$ cat config.mk
export PLATFORM = sky130hd
export DESIGN_NAME = key_debounce_array
export DESIGN_NICKNAME = d
export VERILOG_FILES = /design/src/rtl/key_debounce_array.sv
export SDC_FILE = /design/constraint.sdc
export NUM_CORES = 1
export LEC_CHECK = 0
export ABC_AREA = 1
export CAP_MARGIN = 20
export CORE_ASPECT_RATIO = 0.6
export CORE_MARGIN = 2
export CORE_UTILIZATION = 56
export DETAILED_ROUTE_END_ITERATION = 10
export MAX_ROUTING_LAYER = met4
export PLACE_DENSITY = 0.77
export REMOVE_ABC_BUFFERS = 1
export SLEW_MARGIN = 30
export SYNTH_ARGS = -nofsm -noshare
export SYNTH_HDL_FRONTEND = slang
export SYNTH_SLANG_ARGS = --single-unit
$ cat constraint.sdc
create_clock -name CLK -period 1.4 [get_ports CLK]
set_input_delay 0.14 -clock CLK [delete_from_list [all_inputs] [get_ports CLK]]
set_output_delay 0.14 -clock CLK [all_outputs]
set_load 0.02 [all_outputs]
$ cat src/rtl/key_debounce_array.sv
// ============================================================================
// Module   : key_debounce_array
// Purpose  : N-channel key debouncer with per-channel enable and press/release
//            pulses. Optional two-flop input synchroniser via DEBOUNCE_SYNC_EN.
// Revision : 1.0 - initial release
// ============================================================================
`default_nettype none

module key_debounce_array #(
  parameter int N = 8,
  parameter int D = 22
) (
  input  logic         CLK,
  input  logic         RESET_N,
  input  logic [N-1:0] INPUT,
  input  logic [N-1:0] EN,
  output logic [N-1:0] D_OUT,
  output logic [N-1:0] PRESS,
  output logic [N-1:0] RELEASE,
  output logic         ANY_ACTIVE
);

  // Terminal count T-1 = 2^(D-1)-1
  localparam logic [D-1:0] c_TMAX = {1'b0, {(D-1){1'b1}}};

  generate
    for (genvar i = 0; i < N; i++) begin : g_ch
      logic         w_s;
      logic [D-1:0] r_cnt;
      logic         r_dout;
      logic         r_press;
      logic         r_rel;

`ifdef DEBOUNCE_SYNC_EN
      logic [1:0] r_sync;

      always_ff @(posedge CLK or negedge RESET_N) begin
        if (!RESET_N) begin
          r_sync <= 2'b00;
        end else begin
          r_sync <= {r_sync[0], INPUT[i]};
        end
      end

      assign w_s = r_sync[1];
`else
      assign w_s = INPUT[i];
`endif

      always_ff @(posedge CLK or negedge RESET_N) begin
        if (!RESET_N) begin
          r_cnt   <= '0;
          r_dout  <= 1'b0;
          r_press <= 1'b0;
          r_rel   <= 1'b0;
        end else begin
          r_press <= 1'b0;
          r_rel   <= 1'b0;
          if (!EN[i]) begin
            // Disabled channel drops to idle, reporting a release if it was high
            r_cnt  <= '0;
            r_dout <= 1'b0;
            r_rel  <= r_dout;
          end else if (w_s == r_dout) begin
            r_cnt <= '0;
          end else if (r_cnt == c_TMAX) begin
            r_cnt   <= '0;
            r_dout  <= w_s;
            r_press <= w_s;
            r_rel   <= ~w_s;
          end else begin
            r_cnt <= r_cnt + 1'b1;
          end
        end
      end

      assign D_OUT[i]   = r_dout;
      assign PRESS[i]   = r_press;
      assign RELEASE[i] = r_rel;
    end
  endgenerate

  assign ANY_ACTIVE = |D_OUT;

endmodule

`default_nettype wire

* Word-level counts from Yosys, hierarchy flattened
Cells that the tools add are included.
** Storage, ports and cells
- Register bits after elaboration :: 200
- Word-level logic and storage cells :: 185
** Cells by class
- Mux-type cells :: 96
- Equal/unequal tests :: 32
- Bitwise gates (word level) :: 8
- Reduce and logical (&&, ||, !) cells :: 9
- Add/subtract/negate cells :: 8
** Operators by type and width (number)
- $mux W22 :: 24
- $add A22 B1 Y22 const B :: 8
- $eq A22 B21 Y1 const B :: 8
- $mux W1 :: 72
- $ne A2 B1 Y1 const B :: 8
- $ne A2 B2 Y1 const B :: 8
- $reduce_and A2 Y1 :: 8
- $eq A1 B1 Y1 :: 8
- $not A1 Y1 :: 8
- $reduce_or A8 Y1 :: 1

* Logic depth before layout (Yosys ltp)
- Word-level depth :: 4
- Gate-level depth with buffers :: 10
- Mapped depth without buffers :: 10

* Least setup slack after synthesis
No wires, ideal clock.
- Path kind :: flip-flop to flip-flop
- Start point :: reg g_ch[5].r_cnt[0]
- End point :: reg g_ch[5].r_cnt[5]
- Setup time :: 120 ps
- Data arrival time :: 1375 ps
- Data required time :: 1280 ps
- Cell stages (with the launch flop) :: 10
- Buffers on the path :: 1
- Path slack :: -95 ps
- Cells stage by stage :: dfrtp_1 > ha_1 > nand2_1 > nor2_2 > nand2_2 > nor2_4 > nand3_4 > nand3_4 > buf_6 > nor2_1
** On the way
- Word-level cells in the longest chain between the ends :: 4
- Elaborated cells between the ends (all ways) :: 5
** RTL lines
- start: declaration :: RTL line 29 : logic [D-1:0] r_cnt;
- start signal: assignment :: RTL line 72 : r_cnt <= r_cnt + 1'b1;
- $add A22 B1 Y22 or $eq A22 B21 Y1 (tied branches) :: RTL line 72, 66
- $mux W22 (*) :: RTL line 66 : end else if (r_cnt == c_TMAX) begin
- $mux W22 (*) :: RTL line 64 : end else if (w_s == r_dout) begin
- $mux W22 (*) :: RTL line 59 : if (!EN[i]) begin
Mark *: on every way between the ends. The rest lies on a longest branch, timed or not.
A chain may end at the register's enable or synchronous reset.

* Worst setup path after layout
- Start point :: reg g_ch[0].r_cnt[0]
- End point :: reg g_ch[0].r_cnt[11]
** On the way
- Word-level cells in the longest chain between the ends :: 4
- Elaborated cells between the ends (all ways) :: 5
** RTL lines (RTL line)
- start: declaration :: 29
- start signal: assignment :: 72
- $add A22 B1 Y22 or $eq A22 B21 Y1 (tied branches) :: 72, 66
- $mux W22 (*) :: 66
- $mux W22 (*) :: 64
- $mux W22 (*) :: 59
Marked as above.

==> results.py <==
metrics = {
    "power": {
        "pwr-share-seq_pct": 49.6,
        "power.leakage_nw": 6.63,
        "vdd.ir_drop.worst_uv": 1010,
        "switchingPower_w": 0.00311,
        "power_density_nw_per_um2": 732,
        "internal_power_w": 0.00861,
        "sw_frac_of_total_pct": 26.5,
        "clkPwrFrac_pct": 43.0,
        "p_comb_share_pct": 7.4,
    },
    "critical_path": {
        "cpPeakStageDelay_ns": 0.48,
        "path_class": "flop to flop",
        "worstReg2RegEnd": "g_ch[0].r_cnt[11]$_DFF_PN0_",
        "worst-endpoint-arrival_ns": 2.24,
        "reg2reg_from": "g_ch[0].r_cnt[0]$_DFF_PN0_",
        "worstPathMaxFanout": 6,
        "required_ns": 1.75,
        "crit_start": "g_ch[0].r_cnt[0]$_DFF_PN0_",
        "slowest_stage": "dfrtp_1",
        "start_kind": "flop",
        "r2r_cells": 10,
        "path_cells": "ha_4 -> nand3_4 -> inv_4 -> nand2_4 -> nor2_4 -> nand2_2 -> nand3_4 -> buf_6 -> buf_12 -> nor2_4",
        "end_kind": "flop",
        "r2r_slack_ns": -0.50,
    },
    "placed_design": {
        "place_congestion": 0.939,
        "placed_cell_area_um2": 12700,
        "place_ws_ns": -0.132,
        "port_buffers": 42,
        "hpwl_mm": 18.5,
    },
    "detailed_routing": {
        "vias": 12441,
        "drt-vias-per-instance": 6.36,
        "route.detailed.drc": 10,
        "dr.pass1.iters": 11,
        "detail_route.wirelength_mm": 46.1,
        "wl_per_cell_um": 23.6,
        "detail-route-antenna-nets": 0,
        "drtIter0Drc": 2180,
    },
    "final_layout": {
        "post-route-cell-area_um2": 16000,
        "fill_cells": 835,
        "area_delta_synth_final_pct": 48.3,
        "finish.utilization_pct": 84.5,
        "fin_nets": 1720,
        "drive_gt1_share_pct": 40.0,
    },
    "synthesis": {
        "netlist.area_leader.share_pct": 46.4,
        "syn_inst": 1407,
        "synth_most_common_cell": "nand2_1",
        "netlist_area_um2": 10800,
        "synth-edff-count": 0,
        "synth_area_leader_cell": "dfrtp_1",
        "synth_area_per_cell_um2": 7.67,
        "synth-seq-cells": 200,
        "synthTopCellsByArea": "dfrtp_1, nand2_1, nor2_1",
        "seq_area_frac_synth_pct": 46.4,
        "async_flop_share_pct": 100,
        "synth.distinct_cells": 20,
        "yosysWarnings": 0,
        "synthFlopType": "dfrtp_1",
        "synthTopCellsByCount": "nand2_1, nor2_1, dfrtp_1, inv_1, nand3_1",
    },
    "timing": {
        "finalCriticalPeriod_ns": 1.90,
        "drv_slew": 0,
        "skew_ns": 0.0161,
        "tns_ns": -42.28,
        "max_freq_ghz": 0.527,
        "worst_pin_slew_ns": 0.573,
        "finalHoldViolCount": 0,
        "slew_headroom_pct": 61.8,
        "fin_ws_ns": -0.497,
        "setup_viol": 200,
        "fin_crit_sh_pct": 135,
        "rsz0062_at_grt": "yes",
    },
    "cts": {
        "cts_inserted_buffers": 17,
        "clk_pin_slew_ns": 0.08,
        "h-tree-depth": 4,
        "clkLatencyLatePin_ns": 0.47,
        "clockBufferDepth": 2,
        "clock-sinks": 200,
        "root_buffer": "clkbuf_16",
        "cts_tree": "done",
    },
    "global_routing": {
        "antenna_found_initial": 2,
        "grt_usage_pct": 31.8,
        "grt_pass1_wl_mm": 49.9,
        "gr-total-overflow": 0,
        "grt_max_degree": 46,
        "grt_pass1_vias": 10124,
    },
    "floorplan": {
        "die_y_um": 112,
        "rows": 39,
        "initial_core_util_pct": 57.0,
        "dieArea_um2": 20400,
        "fp.dieW_um": 183,
        "ioPinCount": 43,
        "core-area_um2": 18900,
    },
    "run": {
        "drv_cap": 0,
    },
    "run_status": {
        "failed_checks": "design-rule violations, negative setup slack",
        "status": "finished, violations left",
    },
    "worst_hold_path": {
        "hold_path_class": "input pin to asynchronous set/reset pin",
    },
}
-- worst max-delay path, delay by kind of cell (launching register included) --
| kind | cells | cell delay, ns |
|---|---|---|
| fa+ha+maj | 1 | 0.24 |
| buf+inv | 3 | 0.42 |
| flops | 1 | 0.48 |
| simple gates | 6 | 0.61 |
-- worst max path at each step --
stage               slack [ns]                           to
global route             -0.55  g_ch[5].r_cnt[19]$_DFF_PN0_
CTS                      -0.18                   ANY_ACTIVE
detailed placement       -0.13  g_ch[5].r_cnt[18]$_DFF_PN0_
finish                   -0.50  g_ch[0].r_cnt[11]$_DFF_PN0_
floorplan                -0.17  g_ch[1].r_cnt[11]$_DFF_PN0_
global placement         -0.08                   ANY_ACTIVE
-- power groups by stage --
| stage | clock, W | sequential (W) | combinational [W] |
|---|---|---|---|
| 2_1_floorplan | 0 | 0.00593 | 0.000119 |
| 3_3_place_gp | 0 | 0.00592 | 0.000476 |
| 3_5_place_dp | 0 | 0.00592 | 0.000485 |
| 4_1_cts | 0.00483 | 0.00581 | 0.000708 |
| 5_1_grt | 0.00520 | 0.00582 | 0.000905 |
| 6_report | 0.00504 | 0.00582 | 0.000867 |
-- layout make-up --
class                   instances  area [um2]  share of cell area, %
multi-input cells            1063        6850                   42.8
flip-flops and latches        200        5010                   31.3
repair buffers                305        2860                   17.9
clock buffers                  22         474                   2.96
inverters                     107         414                   2.59
well taps                     246         308                   1.92
clock inverters                10        85.1                  0.531
diodes                          2        5.00                 0.0313
-- through the flow --
stage | hold WS, ns | instances | power (W)
finish | 0.188 | 1955 | 0.0117
global route | 0.221 | 1955 | 0.0119
CTS | 0.198 | 1923 | 0.0113
detailed placement | 0.100 | 1837 | 0.00641
global placement | 0.0995 | 1837 | 0.00639
floorplan | -0.156 | 1367 | 0.00604
-- registers in the layout, summed over array words and instances, names as in the netlist --
| register | cells |
|---|---|
| g_ch.r_press | 8 |
| g_ch.r_rel | 8 |
| g_ch.r_cnt | 176 |
| g_ch.r_dout | 8 |
-- cell families (layout without fill, tap and decap cells) --
logic type	after synthesis	count (layout)	synth area share [%]
XOR/XNOR	122	122	9.90
AO/OA/AOI/OAI	16	16	1.07
buffers and inverters	147	444	6.99
flip-flops	200	200	46.4
adder cells (fa/ha/maj)	8	8	0.927
AND/OR/NAND/NOR	914	917	34.7
other	0	2	0
-- per-layer routing --
metal	vias to the layer above	GRT usage [%]	wire [um]
met5	-	-	0
met4	0	10.3	4610
met3	558	6.22	5960
met2	1254	49.3	19800
met1	5774	42.4	15700
li1	4855	-	-
-- layout by cell type (no fill, tap or decap), types with 5 or more instances in the layout --
| master | n |
|---|---|
| buf_12 | 19 |
| buf_2 | 6 |
| buf_4 | 212 |
| buf_6 | 22 |
| clkbuf_16 | 23 |
| clkdlybuf4s50_1 | 16 |
| dfrtp_1 | 196 |
| dlygate4sd2_1 | 16 |
| ha_2 | 5 |
| inv_1 | 95 |
| inv_2 | 7 |
| inv_4 | 5 |
| inv_6 | 5 |
| nand2_1 | 371 |
| nand2_2 | 29 |
| nand2_4 | 9 |
| nand3_1 | 65 |
| nand3_2 | 17 |
| nand3_4 | 18 |
| nor2_1 | 145 |
| nor2_2 | 128 |
| nor2_4 | 114 |
| nor3_2 | 12 |
| o21bai_1 | 14 |
| xnor2_1 | 38 |
| xor2_1 | 58 |
| xor2_2 | 21 |
-- what timing repair did --
item	CTS	global route
endpoints found under the hold margin	121	0
hold buffers	1	0
setup endpoints to repair	199	204
pin swaps	45	76
cloned	13	7
buffers inserted	41	37
gates resized for setup	243	337
No activity file was read; power rests on OpenSTA's default activity.
